**src/rtl/hazard_ctrl.sv**
```systemverilog
// hazard_ctrl
//   Hazard controller for the 5-stage MIPS pipeline.
//   - Forwarding selects for the execute-stage ALU operands (ForwardAE/BE)
//     and the decode-stage branch comparator (ForwardAD/BD).
//   - Load-use and branch-operand stalls with the matching decode->execute
//     clear (FlushE) and the taken-branch fetch->decode clear (FlushD).
//   - Data-memory wait FSM (RUN/WAIT/ERR).  While a memory access in M is
//     not ready, every stage is held and nothing is flushed, so no
//     instruction is lost.  After MEM_TIMEOUT consecutive not-ready cycles
//     the FSM traps in ERR, freezing the pipeline until reset.
//   - Saturating performance counters of stall and flush cycles.
// Ports
//   clk, rst                  clock (rising edge), async active-high reset
//   RsD/RtD, RsE/RtE          source registers in decode / execute
//   WriteRegE/M/W, RegWriteE/M/W  destination register and write enable
//   MemtoRegE/M               load instruction in E / M
//   BranchD, PCSrcD           branch in decode, branch taken
//   MemReqM, MemReadyM        data-memory request in M, completion
//   cnt_clr                   synchronous clear of both counters
//   StallF..StallW            hold stage registers
//   FlushD, FlushE            clear fetch->decode / decode->execute regs
//   ForwardAD/BD              branch comparator operand from ALUOutM
//   ForwardAE/BE              00 regfile, 01 WB result, 10 ALUOutM
//   mem_timeout               sticky trap flag
//   stall_cnt, flush_cnt      saturating performance counters
module hazard_ctrl #(
  parameter int MEM_TIMEOUT = 16,
  parameter int CNT_W       = 16
) (
  input  logic             clk,
  input  logic             rst,
  input  logic [4:0]       RsD,
  input  logic [4:0]       RtD,
  input  logic [4:0]       RsE,
  input  logic [4:0]       RtE,
  input  logic [4:0]       WriteRegE,
  input  logic [4:0]       WriteRegM,
  input  logic [4:0]       WriteRegW,
  input  logic             RegWriteE,
  input  logic             RegWriteM,
  input  logic             RegWriteW,
  input  logic             MemtoRegE,
  input  logic             MemtoRegM,
  input  logic             BranchD,
  input  logic             PCSrcD,
  input  logic             MemReqM,
  input  logic             MemReadyM,
  input  logic             cnt_clr,
  output logic             StallF,
  output logic             StallD,
  output logic             StallE,
  output logic             StallM,
  output logic             StallW,
  output logic             FlushD,
  output logic             FlushE,
  output logic             ForwardAD,
  output logic             ForwardBD,
  output logic [1:0]       ForwardAE,
  output logic [1:0]       ForwardBE,
  output logic             mem_timeout,
  output logic [CNT_W-1:0] stall_cnt,
  output logic [CNT_W-1:0] flush_cnt
);

  typedef enum logic [1:0] {RUN, WAIT, ERR} state_t;

  localparam int WCW = (MEM_TIMEOUT < 2) ? 1 : $clog2(MEM_TIMEOUT + 1);

  state_t         state, state_next;
  logic [WCW-1:0] wait_cnt, wait_cnt_next;
  logic           lwstall, brstall, hstall;
  logic           mem_pending, freeze;

  // Register $0 is hard-wired to zero, so it never forwards.
  function automatic logic reg_match(input logic [4:0] src, input logic [4:0] dst,
                                     input logic we);
    return we && (dst != 5'd0) && (dst == src);
  endfunction

  function automatic logic [CNT_W-1:0] sat_inc(input logic [CNT_W-1:0] v);
    return (&v) ? v : v + CNT_W'(1);
  endfunction

  always_comb begin
    ForwardAE = 2'b00;
    ForwardBE = 2'b00;
    if (reg_match(RsE, WriteRegM, RegWriteM))      ForwardAE = 2'b10;
    else if (reg_match(RsE, WriteRegW, RegWriteW)) ForwardAE = 2'b01;
    if (reg_match(RtE, WriteRegM, RegWriteM))      ForwardBE = 2'b10;
    else if (reg_match(RtE, WriteRegW, RegWriteW)) ForwardBE = 2'b01;
    ForwardAD = reg_match(RsD, WriteRegM, RegWriteM);
    ForwardBD = reg_match(RtD, WriteRegM, RegWriteM);
  end

  always_comb begin
    lwstall = MemtoRegE && (RtE != 5'd0) && ((RtE == RsD) || (RtE == RtD));
    // A branch resolved in decode needs its operands now: stall while the
    // producer is still in E, or is a load whose data is not out of M yet.
    brstall = BranchD &&
              ((RegWriteE && (WriteRegE != 5'd0) && ((WriteRegE == RsD) || (WriteRegE == RtD))) ||
               (MemtoRegM && (WriteRegM != 5'd0) && ((WriteRegM == RsD) || (WriteRegM == RtD))));
    hstall      = lwstall || brstall;
    mem_pending = MemReqM && !MemReadyM;
    freeze      = (state == ERR) || mem_pending;
  end

  // A freeze holds every stage and suppresses flushes so that the load-use
  // bubble or branch redirect is re-evaluated once the memory completes.
  always_comb begin
    StallF = 1'b0;
    StallD = 1'b0;
    StallE = 1'b0;
    StallM = 1'b0;
    StallW = 1'b0;
    FlushD = 1'b0;
    FlushE = 1'b0;
    if (!rst) begin
      if (freeze) begin
        StallF = 1'b1;
        StallD = 1'b1;
        StallE = 1'b1;
        StallM = 1'b1;
        StallW = 1'b1;
      end else begin
        StallF = hstall;
        StallD = hstall;
        FlushE = hstall;
        FlushD = PCSrcD && !hstall;
      end
    end
  end

  always_comb begin
    state_next    = state;
    wait_cnt_next = wait_cnt;
    case (state)
      RUN: begin
        if (mem_pending) begin
          state_next    = (MEM_TIMEOUT == 1) ? ERR : WAIT;
          wait_cnt_next = WCW'(1);
        end
      end
      WAIT: begin
        if (!mem_pending) begin
          state_next    = RUN;
          wait_cnt_next = '0;
        end else if ((MEM_TIMEOUT != 0) && (int'(wait_cnt) + 1 == MEM_TIMEOUT)) begin
          state_next = ERR;
        end else begin
          wait_cnt_next = wait_cnt + WCW'(1);
        end
      end
      ERR:     state_next = ERR;
      default: state_next = RUN;
    endcase
  end

  always_ff @(posedge clk or posedge rst) begin
    if (rst) begin
      state       <= RUN;
      wait_cnt    <= '0;
      mem_timeout <= 1'b0;
      stall_cnt   <= '0;
      flush_cnt   <= '0;
    end else begin
      state       <= state_next;
      wait_cnt    <= wait_cnt_next;
      mem_timeout <= (state_next == ERR);
      if (cnt_clr) begin
        stall_cnt <= '0;
        flush_cnt <= '0;
      end else begin
        if (StallD) stall_cnt <= sat_inc(stall_cnt);
        if (FlushE) flush_cnt <= sat_inc(flush_cnt);
      end
    end
  end

endmodule

```
**config.mk**
```make
export PLATFORM = sky130hd
export DESIGN_NAME = hazard_ctrl
export DESIGN_NICKNAME = d
export VERILOG_FILES = /design/src/rtl/hazard_ctrl.sv
export SDC_FILE = /design/constraint.sdc
export NUM_CORES = 1
export LEC_CHECK = 0
export CAP_MARGIN = 25
export CORE_MARGIN = 3
export CORE_UTILIZATION = 50
export DETAILED_ROUTE_END_ITERATION = 16
export GPL_TIMING_DRIVEN = 0
export HOLD_SLACK_MARGIN = 0.03
export PLACE_DENSITY = 0.88
export SLEW_MARGIN = 20
export SYNTH_ARGS = -nofsm -noshare
export SYNTH_HDL_FRONTEND = slang
export SYNTH_SLANG_ARGS = --single-unit
```
**constraint.sdc**
```tcl
create_clock -name clk -period 6.47 [get_ports clk]
set_clock_uncertainty 0.1 [all_clocks]
set_input_delay 1.941 -clock clk [delete_from_list [all_inputs] [get_ports clk]]
set_output_delay 1.941 -clock clk [all_outputs]
set_load 0.005 [all_outputs]
```
Yosys cells after proc, flatten, opt, wreduce, memory -nomap -nowiden
Index checks and enable logic that the tools add are counted.
Word-level totals
  output and inout bits: 46
  register bits after elaboration: 40
Cells by class
  reductions and logical operators: 38
  mux-type cells: 26
  equal/unequal tests: 18
  add/subtract/negate cells: 4
Operator list (count)
  $mux W16: 6
  $eq A5 B5 Y1: 10
  $add A16 B1 Y16 const B: 2
  $reduce_and A16 Y1: 2
  $reduce_bool A5 Y1: 4
  $logic_and A1 B1 Y1: 17
  $mux W5: 3
  $mux W1: 10
  $mux W2: 5
  $pmux W5 S2: 1
  $add A5 B1 Y6 const B: 1
  $eq A6 B5 Y1 const B: 1
  $logic_or A1 B1 Y1: 6
  $ne A2 B2 Y1 const B: 3
  $pmux W2 S3: 1
  $reduce_bool A2 Y1: 3
  $add A5 B1 Y5 const B: 1
  $eq A2 B2 Y1 const B: 2
  $reduce_and A2 Y1: 2
  $ne A3 B3 Y1 const B: 1
  $reduce_and A3 Y1: 1
  $eq A2 B1 Y1 const B: 1
  $logic_not A1 Y1: 2
  $logic_not A2 Y1: 1

Depth between registers and ports, before layout
  depth after elaboration: 10
  depth in mapped cells: 10
  gate-level depth less buffers: 7

Least setup slack after synthesis
Ideal clock, no wire load.
  path kind: input to output
  from: in RtE[2]
  to: out FlushE
  setup slack: 1.095 ns
  arrival: 3.334 ns
  data required time: 4.429 ns
  stages on the path: 7
  cells stage by stage: buf_2 -> or4_4 -> o21ai_2 -> o22ai_4 -> o21ai_2 -> buf_2 -> inv_1
On the way
  word-level cells in the longest chain between the ends: 6
Ends and longest elaborated chain
  from (decl): RTL line 35  | input logic [4:0] RtE,
  $eq A5 B5 Y1 or $reduce_bool A5 Y1 (tied branches): RTL line 96  | lwstall = MemtoRegE && (RtE != 5'd0) && ((RtE == RsD) || (RtE == RtD));
  $logic_or A1 B1 Y1 or $logic_and A1 B1 Y1 (tied branches): RTL line 96
  $logic_and A1 B1 Y1 *: RTL line 96
  $logic_or A1 B1 Y1 *: RTL line 102  | hstall = lwstall || brstall;
  $mux W1 *: RTL line 118  | if (freeze) begin
  $mux W1 *: RTL line 117  | if (!rst) begin
  to (decl): RTL line 55  | output logic FlushE,
Mark *: on every way between the ends. The rest lies on a longest branch, timed or not.

Final worst setup path
  from: in WriteRegE[1]
  to: out FlushE
On the way
  word-level cells in the longest chain between the ends: 8
Ends and longest elaborated chain
  from (decl): RTL line 36  | input logic [4:0] WriteRegE,
  $eq A5 B5 Y1 or $reduce_bool A5 Y1 (tied branches): RTL line 100  | ((RegWriteE && (WriteRegE != 5'd0) && ((WriteRegE == RsD) || (WriteRegE == RtD))) ||
  $logic_or A1 B1 Y1 or $logic_and A1 B1 Y1 (tied branches): RTL line 100
  $logic_and A1 B1 Y1 *: RTL line 100
  $logic_or A1 B1 Y1 *: RTL line 100
  $logic_and A1 B1 Y1 *: RTL line 99  | brstall = BranchD &&
  $logic_or A1 B1 Y1 *: RTL line 102
  $mux W1 *: RTL line 118
  $mux W1 *: RTL line 117
Marked as above.

==> summary.md <==
| Metric | Value |
|---|---|
| Post-Synth Adder-Cell Area | `1.25%` |
| Post-route clock period utilization | `98.1%` |
| Mux cell area share after synthesis | `0.708%` |
| Initial DRC Count | `158` |
| Inserted Clock Buffers | `5` |
| Worst vdd ir | `0.0918 mV` |
| Slowest CP cell | `or4_1` |
| Commonest non-fill, non-tap cells in the layout | `clkdlybuf4s50_1, xor2_1, dfrtp_1` |
| Final worst path period need | `6350 ps` |
| Grt total ovfl | `0` |
| Crit-path cells | `clkdlybuf4s50_1 -> or4_1 -> o211ai_2 -> o22ai_4 -> o21ai_4 -> buf_2 -> inv_1 -> clkdlybuf4s50_1` |
| # Max-Cap Violations | `0` |
| Final GP Congestion | `0.834` |
| IO Pins | `93` |
| Clock Latency Late Sink | `300 ps` |
| Reg power frac | `47.8%` |
| Vias in the first global route | `2921` |
| Slew Viols, Final | `0` |
| Yosys Warn Count | `0` |
| Worst setup margin | `122 ps` |
| Hold Buf Count CTS | `0` |
| DR vias/cell | `5.72` |
| CP arrival | `4310 ps` |
| # clock sinks | `40` |
| Hold Path Origin | `wait_cnt[4]$_DFFE_PP0P_` |
| Clock Path Buffers | `2` |
| GRT Total Usage | `22.6%` |
| Core Footprint | `5640 µm²` |
| Fmax | `158 MHz` |
| Vias | `2896` |
| Antenna Cells | `0` |
| Synth Area in Simple Gates | `24.5%` |
| DRC violations left | `0` |
| Compound-gate portion of the synthesized area | `18.4%` |
| WL per Instance | `15.3 µm` |
| Nature of the critical path startpoint | `input port` |
| Unrepaired setup endpoints after global routing | `false` |
| Top FF cell, synth | `dfrtp_1` |
| Post-synth cell types | `47` |
| CP Capture Type | `primary output` |
| PwrDens | `134 nW/µm²` |
| Max stage delay on crit path | `570 ps` |
| Most frequent CP cell | `clkdlybuf4s50_1` |
| Initial Utilization | `53.2%` |
| Hold Path End | `wait_cnt[4]$_DFFE_PP0P_` |
| Final setup fails | `0` |
| Die Y | `83.5 µm` |
| H-tree lvl count | `2` |
| Post-synth ARST share | `100%` |
| Initial antenna violation count | `0` |
| Final Net Count | `484` |
| Inst Count DP | `499` |
| HP Class | `reg -> reg` |
| Largest net degree at the start of global routing | `31` |
| Family with the most delay on the worst path | `buffers and inverters` |
| Port bufs | `82` |
| GR met1 Demand/Resource | `26.7%` |
| Net Switching | `152 µW` |
| Row count | `27` |
| Combinational share of power | `21.8%` |
| DIE AREA | `6970 µm²` |
| Root buffer cell | `clkbuf_8` |
| Seq/Total Area, Yosys | `33.3%` |
| Status | `finished, final reports clean` |
| Worst r2r dst | `stall_cnt[15]$_DFFE_PP0P_` |
| Required @ worst endpoint | `4430 ps` |
| Met3 usage | `3.55%` |
| Leak | `0.00154 µW` |
| Busiest layer in global routing | `met2` |
| Setup slack, reg-to-reg | `4100 ps` |
| Worst slew margin | `69.3%` |
| DRT Wirelength | `7.76 mm` |
| Final ANT Viol Nets | `0` |
| GR Util met2 | `42.0%` |
| Yosys reg bits | `40` |
| Setup WS pre-CTS | `61.1 ps` |
| Commonest non-fill, non-tap cell in the layout | `clkdlybuf4s50_1` |
| Mapped Nets | `394` |
| Post-synth EDFFs | `0` |
| Worst-path clk slew | `70 ps` |
| Crit Path Max Fanout | `10` |
| Clk pwr share | `30.3%` |
| HPWL Detailed | `6.19 mm` |
| Area added between synthesis and finish | `34.1%` |
| Post-Syn Area | `3000 µm²` |
| Syn avg cell area | `8.73 µm²` |
| Slew @ Worst Pin | `460 ps` |
| DRT Pass-1 Iters | `4` |
| Synth Area in XOR/XNOR | `15.2%` |
| Hold Crit Depth | `1` |
| FF-to-FF Start | `stall_cnt[7]$_DFFE_PP0P_` |
| TNS Setup | `0 ps` |
| Switching share of power | `28.3%` |
| Fraction of layout cells with a size suffix above 1 | `10.4%` |
| Start-to-end type of the worst setup path | `in -> out` |
| Fin util | `71.4%` |
| Finished Layout Cells | `506` |
| Largest family of logic cells by synthesized area | `simple AND/OR/NAND/NOR gates` |
| CTS tree | `built` |
| Final Hold Violating Endpoints | `0` |
| Sum of buffers and inverters on the critical path | `4` |
| Int Pwr | `386 µW` |
| Gate Count Post-Synth | `344` |
| Chip width | `83.5 µm` |
| First-pass GRT wire length | `13.2 mm` |
| R2R depth | `8` |
[area by class of cell]
class,count,area (µm²)
multi-input cells,271,1810
flip-flops and latches,40,1000
plain buffers,23,163
clock inverters,2,12.5
inverters,10,37.5
repair buffers,83,841
fillers,434,1610
well taps,72,90.1
clock buffers,5,68.8
[power groups by stage]
stage / registers (µW) / logic (µW) / clock network, µW
2_1_floorplan: 261 / 65.4 / 0
3_3_place_gp: 262 / 112 / 0
3_5_place_dp: 262 / 118 / 0
4_1_cts: 257 / 118 / 165
5_1_grt: 258 / 129 / 174
6_report: 257 / 118 / 163
[layer usage]
layer	wire length (µm)	vias to the layer above
met1	3140	1390
met4	85	0
li1	-	1412
met2	4150	87
met3	377	7
met5	0	-
[synth_stat cells (6+ instances only)]
master	count	area share (%)
buf_2	7	1.2
and3_1	8	1.7
or4_1	15	3.8
xnor2_1	10	2.9
nor2_1	18	2.2
inv_1	10	1.3
o31ai_1	13	3.2
or3_1	14	2.9
nand2_1	27	3.4
clkbuf_1	6	0.75
buf_6	6	2.2
xor2_1	42	12
a21oi_1	30	5.0
dfrtp_1	40	33
o21ai_1	8	1.3
nor3_1	9	1.5
nand3_1	16	2.7
o21ai_0	12	2.0
[kinds of logic after synthesis]
| family | Yosys count |
|---|---|
| mux | 2 |
| buf+inv | 33 |
| flops | 40 |
| compound gates | 81 |
| fa+ha+maj | 3 |
| xor+xnor | 52 |
| simple gates | 133 |
[registers in the layout (all words and copies together), names as in the netlist]
register     flops
state            2
stall_cnt       16
wait_cnt         5
flush_cnt       16
mem_timeout      1
[worst max-delay path by stage]
stage | start | endpoint | slack (ps) | cells past startpoint
floorplan | RtE[2] | FlushE | 1100 | 7
global placement | WriteRegE[1] | FlushE | 80 | 8
detailed placement | WriteRegE[1] | FlushE | 60 | 8
CTS | WriteRegE[1] | FlushE | 60 | 8
global route | WriteRegE[1] | FlushE | 20 | 8
finish | WriteRegE[1] | FlushE | 120 | 8
[stage by stage]
stage               area (µm²)  total power (µW)  hold WS, ps
finish                    4030               538          424
global route              4030               562          468
CTS                       4020               540          427
detailed placement        3930               380          409
global placement          3910               374          391
floorplan                 3000               327          357
[what timing repair did]
item	4_1_cts	5_1_grt
resized for setup	0	2
endpoints found under the setup margin	0	1
buffers inserted	0	0
No activity file was read; power rests on OpenSTA's default activity.
